[src/rtl/time_countdown_pkg.sv]
// Shared timing definitions: state encoding, default width and mode constants
// common to the countdown timer and the up counter.
package time_countdown_pkg;

    localparam int DEFAULT_WIDTH = 4;

    localparam logic [1:0] ST_IDLE = 2'd0;
    localparam logic [1:0] ST_RUN  = 2'd1;
    localparam logic [1:0] ST_DONE = 2'd2;

    localparam logic ONE_SHOT = 1'b0;
    localparam logic PERIODIC = 1'b1;

endpackage

[src/rtl/time_countdown.sv]
// Loadable down-counting timer with one-shot and periodic (auto-reload) modes
// and a single-cycle expiry pulse. All outputs are registered.
module time_countdown
    import time_countdown_pkg::*;
#(
    parameter int WIDTH = DEFAULT_WIDTH
) (
    input  logic             clk,
    input  logic             rst,
    input  logic             enable,
    input  logic             load,
    input  logic [WIDTH-1:0] load_value,
    input  logic             mode,
    input  logic             start,
    input  logic             stop,
    output logic [WIDTH-1:0] count,
    output logic             busy,
    output logic             expired
);

    localparam logic [WIDTH-1:0] ONE  = WIDTH'(1);
    localparam logic [WIDTH-1:0] ZERO = '0;

    logic [1:0]       state_q, state_d;
    logic [WIDTH-1:0] count_q, count_d;
    logic [WIDTH-1:0] reload_q, reload_d;
    logic             busy_q, busy_d;
    logic             expired_q, expired_d;

    // Priority per cycle: load > stop > start > count.
    always_comb begin
        state_d   = state_q;
        count_d   = count_q;
        reload_d  = reload_q;
        expired_d = 1'b0;
        if (load) begin
            reload_d = load_value;
            count_d  = load_value;
            state_d  = ST_IDLE;
        end else begin
            case (state_q)
                ST_IDLE: begin
                    if (!stop && start && (count_q != ZERO)) begin
                        state_d = ST_RUN;
                    end
                end
                ST_RUN: begin
                    if (stop) begin
                        state_d = ST_IDLE;
                    end else if (enable) begin
                        if (count_q > ONE) begin
                            count_d = count_q - ONE;
                        end else if (count_q == ONE) begin
                            expired_d = 1'b1;
                            if (mode == PERIODIC) begin
                                count_d = reload_q;
                            end else begin
                                count_d = ZERO;
                                state_d = ST_DONE;
                            end
                        end
                    end
                end
                ST_DONE: begin
                    if (stop) begin
                        state_d = ST_IDLE;
                    end else if (start && (reload_q != ZERO)) begin
                        count_d = reload_q;
                        state_d = ST_RUN;
                    end
                end
                default: begin
                    state_d = ST_IDLE;
                end
            endcase
        end
        busy_d = (state_d == ST_RUN);
    end

    always_ff @(posedge clk or posedge rst) begin
        if (rst) begin
            state_q   <= ST_IDLE;
            count_q   <= '0;
            reload_q  <= '0;
            busy_q    <= 1'b0;
            expired_q <= 1'b0;
        end else begin
            state_q   <= state_d;
            count_q   <= count_d;
            reload_q  <= reload_d;
            busy_q    <= busy_d;
            expired_q <= expired_d;
        end
    end

    assign count   = count_q;
    assign busy    = busy_q;
    assign expired = expired_q;

endmodule
[config.mk]
export PLATFORM = sky130hd
export DESIGN_NAME = time_countdown
export DESIGN_NICKNAME = d
export VERILOG_FILES = /design/src/rtl/time_countdown_pkg.sv /design/src/rtl/time_countdown.sv
export SDC_FILE = /design/constraint.sdc
export NUM_CORES = 1
export LEC_CHECK = 0
export CORE_MARGIN = 5
export CORE_UTILIZATION = 50
export CTS_BUF_LIST = sky130_fd_sc_hd__clkbuf_16
export DETAILED_ROUTE_END_ITERATION = 7
export PLACE_DENSITY_LB_ADDON = 0.15
export SYNTH_ARGS = -nofsm -noshare
export SYNTH_HDL_FRONTEND = slang
export SYNTH_SLANG_ARGS = --single-unit
export TNS_END_PERCENT = 1
[constraint.sdc]
create_clock -name clk -period 3.94 [get_ports clk]
set_clock_uncertainty 0.1 [all_clocks]
set_input_delay 0.394 -clock clk [delete_from_list [all_inputs] [get_ports clk]]
set_output_delay 0.394 -clock clk [all_outputs]
set_load 0.02 [all_outputs]
==> results of run 1 <==
[through the flow]
step | cell area [um2] | setup WS, ns | power [mW] | hold WS [ns]
floorplan | 761 | 1.89 | 0.195 | 0.159
global placement | 932 | 1.76 | 0.226 | 0.424
detailed placement | 932 | 1.73 | 0.227 | 0.435
CTS | 1010 | 1.72 | 0.407 | 0.377
global route | 1010 | 1.55 | 0.431 | 0.403
finish | 1010 | 1.69 | 0.404 | 0.360
[area by class of cell]
cell class                      instances  area [um2]  area share [%]
Clock buffer                            3        75.1            7.45
Multi-Input combinational cell         56         429            42.6
Sequential cell                        12         300            29.8
Tap cell                               16        20.0            1.99
Timing Repair Buffer                   16         160            15.9
Inverter                                6        22.5            2.24
[placed cells by master (no fill, tap or decap)]
cell             netlist  final
o21ai_1                1      1
a2111o_1               1      1
clkbuf_16              0      3
o2111ai_1              1      1
o41ai_1                1      1
o211ai_1               1      1
nand2_1                6      6
xnor2_1                2      2
a32oi_4                1      1
nor2b_1                3      3
ha_1                   3      3
nor2_1                 5      5
a311o_1                1      1
nor4bb_1               1      1
or2_4                  1      1
nor3b_2                1      1
o211ai_2               1      1
a21oi_1                2      2
a211oi_1               1      1
dfrtp_1               12     12
o32ai_1                1      1
nand2b_1               1      1
nor3_1                 1      1
o21ai_0                6      6
or4b_4                 1      1
mux2_2                 4      4
nand3b_1               3      3
clkdlybuf4s50_1        0     16
nand4_1                3      3
or4_1                  1      1
inv_1                  6      6
or3b_1                 1      1
a22oi_1                1      1
[cell usage after synthesis, types with 2 or more instances]
cell type / number / area, um2
dfrtp_1: 12 / 300
inv_1: 6 / 22.5
nand2_1: 6 / 22.5
o21ai_0: 6 / 30.0
nor2_1: 5 / 18.8
mux2_2: 4 / 45.0
ha_1: 3 / 37.5
nand3b_1: 3 / 22.5
nand4_1: 3 / 18.8
nor2b_1: 3 / 18.8
a21oi_1: 2 / 10.0
xnor2_1: 2 / 17.5
[flip-flops by register name (all words and copies together), names as in the netlist]
| register | flops |
|---|---|
| count | 4 |
| state_q | 2 |
| expired | 1 |
| busy | 1 |
| reload_q | 4 |
[metal layers]
layer	routed length, um	GRT usage (%)	vias to the layer above
met5	0	0	-
met4	34	8.97	0
met3	101	5.20	5
met2	775	22.6	15
met1	822	20.5	311
li1	-	-	313
[power groups by stage]
stage                     combinational (mW)  sequential [mW]  clock (mW)
after detailed placement              0.0801            0.146           0
after floorplan                       0.0454            0.149           0
final                                 0.0814            0.145       0.177
after global placement                0.0795            0.146           0
after CTS                             0.0817            0.145       0.180
after global routing                  0.0885            0.147       0.195
[cell families (layout without fill, tap and decap cells)]
family | Yosys count | in the layout
flip-flops | 12 | 12
buffers and inverters | 8 | 25
AND/OR/NAND/NOR | 28 | 28
multiplexers | 4 | 4
AO/OA/AOI/OAI | 19 | 19
XOR/XNOR | 2 | 2
adder cells (fa/ha/maj) | 3 | 3
[worst min-delay path by stage]
stage / cells after the start / endpoint
2_1_floorplan: 1 / busy$_DFF_PP0_
3_3_place_gp: 1 / reload_q[3]$_DFFE_PP0P_
3_5_place_dp: 1 / reload_q[3]$_DFFE_PP0P_
4_1_cts: 2 / count[3]$_DFFE_PP0P_
5_1_grt: 2 / reload_q[3]$_DFFE_PP0P_
6_report: 2 / expired$_DFF_PP0_
[worst max-delay path: stages (launching register included)]
cell	delay [ns]
dfrtp_1	0.41
inv_1	0.12
ha_1	0.23
nor2_1	0.06
o32ai_1	0.65
mux2_2	0.42
o211ai_1	0.17
==> run summary, run 1 <==
xor-xnor portion of the synthesized cell area = 2.30%
Syn Area/Cell = 10.0 um2
flops & latches, synth = 12
Routed Antenna Nets = 0
Synth Area in Simple Gates = 22.9%
IO Count = 17
Synth warnings = 0
routability cong. = 0.891
setup slack, reg-to-reg = 1.69 ns
chip height = 49.0 um
Flop pwr share = 36.0%
Routed wire per std cell = 15.9 um
clock sinks = 12
Worst Path Max Fanout = 5
nets = 109
R2R Path End = count[1]$_DFFE_PP0P_
WP data arrival = 2.30 ns
largest net degree at the start of global routing = 19
pwr/cell area = 401 nW/um2
initial antenna violation count = 0
post-synthesis to final-layout area growth = 32.4%
required time worst endpoint = 3.99 ns
RSZ-0062 raised after global routing = no
largest family of logic cells by synthesized area = simple AND/OR/NAND/NOR gates
number of H-tree levels = 1
total CTS buffers = 3
First DRT Iteration DRCs = 21
Cell Count, Final, Fillers Out = 109
IO Port Bufs = 16
proportion of synthesized chip area in sequential cells = 39.5%
grt ovf = 0
origin of the critical flop-to-flop path = count[1]$_DFFE_PP0P_
Net Sw Frac = 24.0%
minimum clock period = 2.25 ns
worst slew pin tran = 0.783 ns
Ant. Diodes = 0
Post-synth EDFFs = 0
Worst Setup SP = count[1]$_DFFE_PP0P_
Slew Viols, Final = 0
leakage power = 0.400 nW
Synth Flop Type = dfrtp_1
Adder-Cell Fraction of Synth Area = 4.93%
combinational share of power = 20.2%
Root Driver = clkbuf_16
count of final hold-check violations = 0
DRT Pass-1 Iters = 4
Slew HR = 47.6%
CTS tree = done
WS Path Type = flip-flop to flip-flop
DIE WIDTH = 49.0 um
Hold Path Class = primary input to asynchronous set/reset pin
Post-synth ARST share = 100%
placed cell count = 106
mux contribution to synthesized area = 5.92%
maximum clock frequency = 444 MHz
Pint = 0.307 mW
Core Area = 1470 um2
hpwl dp = 1260 um
starting density of the core = 51.7%
Syn Inst Count = 76
outcome = finished clean
cts-stage hold buffer count = 0
Net Count, Synth = 90
post-cts sizing count = 0
final setup fails = 0
share of cells above drive strength 1 = 12.9%
CP Capture Type = flip-flop
Synth cell types = 33
NetSw = 0.0970 mW
Via density = 5.91
vias in the first global route = 631
compound-gate portion of the synthesized area = 20.4%
Clock transition at path regs = 0.04 ns
max_cap viols = 0
setup TNS = 0 ns
postcts setup bufs = 0
Netlist Area Pre-Place = 761 um2
clock latency on the worst-skew pair = 0.23 ns
end point of the critical path = count[1]$_DFFE_PP0P_
clock power share = 43.8%
drc violations = 0
Final Util = 68.5%
clock buffer depth = 2
num rows = 14
die footprint = 2400 um2
filler cell count = 127
CP Launch Type = flip-flop
GR Util All Layers = 15.8%
total wire length = 1730 um
maximum VDD drop = 0.318 mV
vias = 644
first-pass GRT wire length = 2900 um
Worst R2R Path Depth = 6
Final period util = 57.1%
(Power assumes the default switching activity.)
==> run 2, diff against run 1 <==
CORE_UTILIZATION = 48   (was 50)
clock period = 2.15 ns   (was 3.94 ns; I/O delays follow)
==> run summary, run 2 (synthesized netlist as in run 1, its figures left out) <==
outcome = finished clean
num rows = 14 (unchanged)
minimum clock period = 2.01 ns (-0.239 ns)
drc violations = 0 (unchanged)
chip height = 49.8 um (+1.6%)
Core Area = 1510 um2 (+2.4%)
IO Port Bufs = 16 (unchanged)
clock sinks = 12 (unchanged)
pwr/cell area = 732 nW/um2 (+83%)
commonest cells after routing, fill and taps aside = clkdlybuf4s50_1 (16), dfrtp_1 (12), nand2_1 (6), inv_1 (6), o21ai_0 (6)
routability cong. = 0.925 (+3.8%)
clock latency on the worst-skew pair = 0.24 ns (about the same)
vias = 685 (+6.4%)
DIE WIDTH = 49.8 um (+1.6%)
CP Capture Type = flip-flop
DRT Pass-1 Iters = 4 (unchanged)
Via density = 5.96 (+0.82%)
WS Path Type = flip-flop to flip-flop
post-synthesis to final-layout area growth = 37.8%
largest net degree at the start of global routing = 19 (unchanged)
WP data arrival = 2.02 ns (-0.28 ns)
Clock transition at path regs = 0.04 ns (about the same)
area occupied by multi-input gates = 429 um2 (unchanged)
total CTS buffers = 3 (unchanged)
CTS tree = done
die footprint = 2480 um2 (+3.3%)
Critical Path Slowest Stage Cell = or4b_4
worst slew pin tran = 0.571 ns (-0.212 ns)
Worst Path Max Fanout = 7 (+2)
GR Util All Layers = 15.7% (-0.045 points)
starting density of the core = 50.5% (-1.2 points)
first-pass GRT wire length = 3040 um (+4.5%)
crit-path max cell delay = 0.49 ns (-0.16 ns)
FF/Latch Area = 300 um2 (unchanged)
Routed Antenna Nets = 0 (unchanged)
final setup fails = 0 (unchanged)
cts-stage hold buffer count = 0 (unchanged)
setup TNS = 0 ns (unchanged)
CP Launch Type = flip-flop
leakage power = 0.427 nW (+6.8%)
Final period util = 93.6% (+36 points)
hpwl dp = 1400 um (+11%)
Root Driver = clkbuf_16
maximum clock frequency = 497 MHz (+12%)
share of cells above drive strength 1 = 17.2% (+4.3 points)
IO Count = 17 (unchanged)
required time worst endpoint = 2.15 ns (-1.84 ns)
Pwr Total = 0.768 mW (+90%)
most common cell after layout, fill and taps aside = clkdlybuf4s50_1
Routed wire per std cell = 16.0 um (+0.74%)
max_cap viols = 0 (unchanged)
nets = 114 (+4.6%)
filler cell count = 120 (-5.5%)
count of final hold-check violations = 0 (unchanged)
post-cts sizing count = 0 (unchanged)
total wire length = 1840 um (+6.3%)
grt ovf = 0 (unchanged)
Slew HR = 61.8% (+14 points)
Slew Viols, Final = 0 (unchanged)
initial antenna violation count = 0 (unchanged)
Ant. Diodes = 0 (unchanged)
Hold Path Class = primary input to asynchronous set/reset pin
First DRT Iteration DRCs = 21 (unchanged)
maximum VDD drop = 0.782 mV (+150%)
postcts setup bufs = 0 (unchanged)
clock buffer depth = 2 (unchanged)
crit-path cells = inv_1, ha_1, or4b_4, a32oi_4, a2111o_1, nand4_1
number of H-tree levels = 1 (unchanged)
RSZ-0062 raised after global routing = no
vias in the first global route = 637 (+0.95%)
[run 2: changes by cell type in the layout (fill, tap and decap cells not counted)]
| cell | delta |
|---|---|
| buf_4 | +5 |
| clkinv_1 | +1 |
[run 2: power by group]
group	internal, mW	total (mW)	switching (mW)
Sequential	0.244	0.259	0.0149
Combinational	0.0873	0.170	0.0827
Clock	0.245	0.339	0.0942
[run 2: stage by stage]
| stage | instances | cell area (um2) | hold slack, ns | setup WS (ns) | utilization (%) |
|---|---|---|---|---|---|
| finish | 115 | 1050 | 0.176 | 0.139 | 69.6 |
| global route | 115 | 1050 | 0.248 | 0.0554 | 69.6 |
| floorplan | 76 | 761 | -0.0203 | 0.101 | - |
| detailed placement | 111 | 970 | 0.425 | 0.108 | 64.4 |
| CTS | 115 | 1050 | 0.195 | 0.0953 | 69.6 |
| global placement | 111 | 970 | 0.412 | 0.144 | 64.4 |
[run 2: worst max-delay path: cells and delay by family (launching register included)]
kind / cells / cell delay, ns
and+or+nand+nor: 2 / 0.58
AOI/OAI and AO/OA: 2 / 0.45
DFF: 1 / 0.44
adders and majority gates: 1 / 0.20
buffers and inverters: 1 / 0.11
[run 2: routing by layer]
layer	vias to the layer above	routed length (um)	global-route usage, %
li1	329	-	-
met2	17	819	24.4
met1	337	901	21.1
met3	2	94	3.01
met4	0	27	6.55
met5	-	0	0
[run 2: path summary, 6_finish.rpt]
kind,start,endpoint,slack [ns],cells past startpoint
max reg2reg,count[0]$_DFFE_PP0P_,count[0]$_DFFE_PP0P_,0.14,6
max in group asynchronous,rst,count[0]$_DFFE_PP0P_,1.46,2
min,rst,busy$_DFF_PP0_,0.18,2
min in group clk,reload_q[3]$_DFFE_PP0P_,reload_q[3]$_DFFE_PP0P_,0.44,1
min reg2reg,reload_q[3]$_DFFE_PP0P_,reload_q[3]$_DFFE_PP0P_,0.44,1
max,count[0]$_DFFE_PP0P_,count[0]$_DFFE_PP0P_,0.14,6
[run 2: final cells by class]
type / count / share of cell area, %
Multi-Input combinational cell: 56 / 40.9
Sequential cell: 12 / 28.6
Timing Repair Buffer: 21 / 18.9
Clock buffer: 3 / 7.16
Inverter: 6 / 2.15
Tap cell: 16 / 1.91
Clock inverter: 1 / 0.358
==> run 3, diff against run 2 <==
CAP_MARGIN = 20   (was not set)
CORE_ASPECT_RATIO = 1.4   (was not set)
CORE_UTILIZATION = 40   (was 48)
==> run summary, run 3 (synthesized netlist as in run 1, its figures left out) <==
commonest cells after routing, fill and taps aside = clkdlybuf4s50_1 (16), dfrtp_1 (12), nand2_1 (6), inv_1 (6), o21ai_0 (6)
RSZ-0062 raised after global routing = no
grt ovf = 0 (unchanged)
CTS tree = done
pwr/cell area = 729 nW/um2 (-0.44%)
final setup fails = 0 (unchanged)
critical path's top delay family = simple AND/OR/NAND/NOR gates
Min Hold Slack = 0.191 ns (+0.0150 ns)
post-cts sizing count = 0 (unchanged)
IO Count = 17 (unchanged)
pre-CTS setup slack = 0.112 ns (+0.00358 ns)
placed cell count = 114 (+2.7%)
max_cap viols = 0 (unchanged)
share of cells above drive strength 1 = 16.3% (-0.85 points)
minimum clock period = 2.06 ns (+0.0448 ns)
R2R Path End = count[1]$_DFFE_PP0P_
Slew Viols, Final = 0 (unchanged)
Root Driver = clkbuf_16
total CTS buffers = 3 (unchanged)
most common cell after layout, fill and taps aside = clkdlybuf4s50_1
Ant. Diodes = 0 (unchanged)
Worst Setup SP = count[0]$_DFFE_PP0P_
clock latency on the worst-skew pair = 0.24 ns (about the same)
Worst Path Max Fanout = 7 (unchanged)
WP data arrival = 2.07 ns (+0.05 ns)
Worst R2R Path Depth = 6 (unchanged)
First DRT Iteration DRCs = 17 (-19%)
postcts setup bufs = 0 (unchanged)
Routed Antenna Nets = 0 (unchanged)
required time worst endpoint = 2.16 ns (about the same)
initial antenna violation count = 0 (unchanged)
IO Port Bufs = 16 (unchanged)
DIE WIDTH = 46.9 um (-5.9%)
chip height = 61.6 um (+24%)
vias = 670 (-2.2%)
DRT Pass-1 Iters = 4 (unchanged)
clock buffer depth = 2 (unchanged)
Via density = 5.68 (-4.7%)
worst setup margin = 0.0937 ns (-0.0448 ns)
Hold Path Class = primary input to asynchronous set/reset pin
WS Path Type = flip-flop to flip-flop
cts-stage hold buffer count = 0 (unchanged)
largest net degree at the start of global routing = 19 (unchanged)
starting density of the core = 42.8% (-7.7 points)
clock sinks = 12 (unchanged)
setup TNS = 0 ns (unchanged)
CP Capture Type = flip-flop
origin of the critical flop-to-flop path = count[0]$_DFFE_PP0P_
num rows = 18 (+4)
hpwl dp = 1380 um (-1.0%)
worst slew pin tran = 0.557 ns (-0.0144 ns)
die footprint = 2890 um2 (+16%)
post-synthesis to final-layout area growth = 37.5%
WP depth = 6 (unchanged)
leakage power = 0.422 nW (-1.2%)
crit-path cells = inv_1, ha_1, or4b_4, a32oi_4, or2_4, o211ai_1
Critical Path Slowest Stage Cell = or4b_4
CP bufs+invs = 1 (unchanged)
end point of the critical path = count[1]$_DFFE_PP0P_
crit-path max cell delay = 0.49 ns (about the same)
Cell Count, Final, Fillers Out = 118 (+2.6%)
Clock transition at path regs = 0.04 ns (about the same)
GR Util All Layers = 14.7% (-1.1 points)
drc violations = 0 (unchanged)
nets = 113 (-0.88%)
routability cong. = 0.851 (-8.0%)
Final Util = 58.8% (-11 points)
Final period util = 95.6% (+2.1 points)
CP Launch Type = flip-flop
total wire length = 1850 um (+0.38%)
vias in the first global route = 667 (+4.7%)
Routed wire per std cell = 15.7 um (-2.2%)
number of H-tree levels = 1 (unchanged)
count of final hold-check violations = 0 (unchanged)
maximum clock frequency = 486 MHz (-2.2%)
maximum VDD drop = 0.745 mV (-4.7%)
first-pass GRT wire length = 2920 um (-3.9%)
Core Area = 1780 um2 (+18%)
outcome = finished clean
setup slack, reg-to-reg = 0.09 ns (-0.04 ns)
Slew HR = 62.8% (+0.96 points)
run 3: cell types whose count changed in the layout (fill, tap and decap cells not counted), sizes merged:
cell and delta:
buf -1
run 3: worst min-delay path by stage:
| stage | startpoint | end | slack, ns |
|---|---|---|---|
| after global routing | rst | reload_q[0]$_DFFE_PP0P_ | 0.23 |
| after detailed placement | reload_q[3]$_DFFE_PP0P_ | reload_q[3]$_DFFE_PP0P_ | 0.43 |
| after global placement | reload_q[3]$_DFFE_PP0P_ | reload_q[3]$_DFFE_PP0P_ | 0.42 |
| after CTS | rst | reload_q[0]$_DFFE_PP0P_ | 0.21 |
| after floorplan | rst | busy$_DFF_PP0_ | -0.02 |
| final | rst | reload_q[1]$_DFFE_PP0P_ | 0.19 |
run 3: final cells by class:
cell class,count,area [um2]
fill,169,733
multi-input combinational,56,429
tap,20,25.0
inverter,6,22.5
timing repair buffer,20,190
clock inverter,1,3.75
clock buffer,3,75.1
sequential,12,300
run 3: power by group:
| group | total [mW] | switching, mW | internal (mW) |
|---|---|---|---|
| clock network | 0.336 | 0.0916 | 0.244 |
| registers | 0.263 | 0.0192 | 0.244 |
| logic | 0.163 | 0.0785 | 0.0850 |
run 3: metal layers:
metal	wire [um]	global-route usage, %
met1	707	14.6
met2	978	25.8
met3	127	4.97
met4	36	7.91
met5	0	0
run 3: per-stage QoR:
step                power (mW)  area (um2)
floorplan                0.357         761
global placement         0.428         967
detailed placement       0.430         967
CTS                      0.770        1050
global route             0.798        1050
finish                   0.762        1050
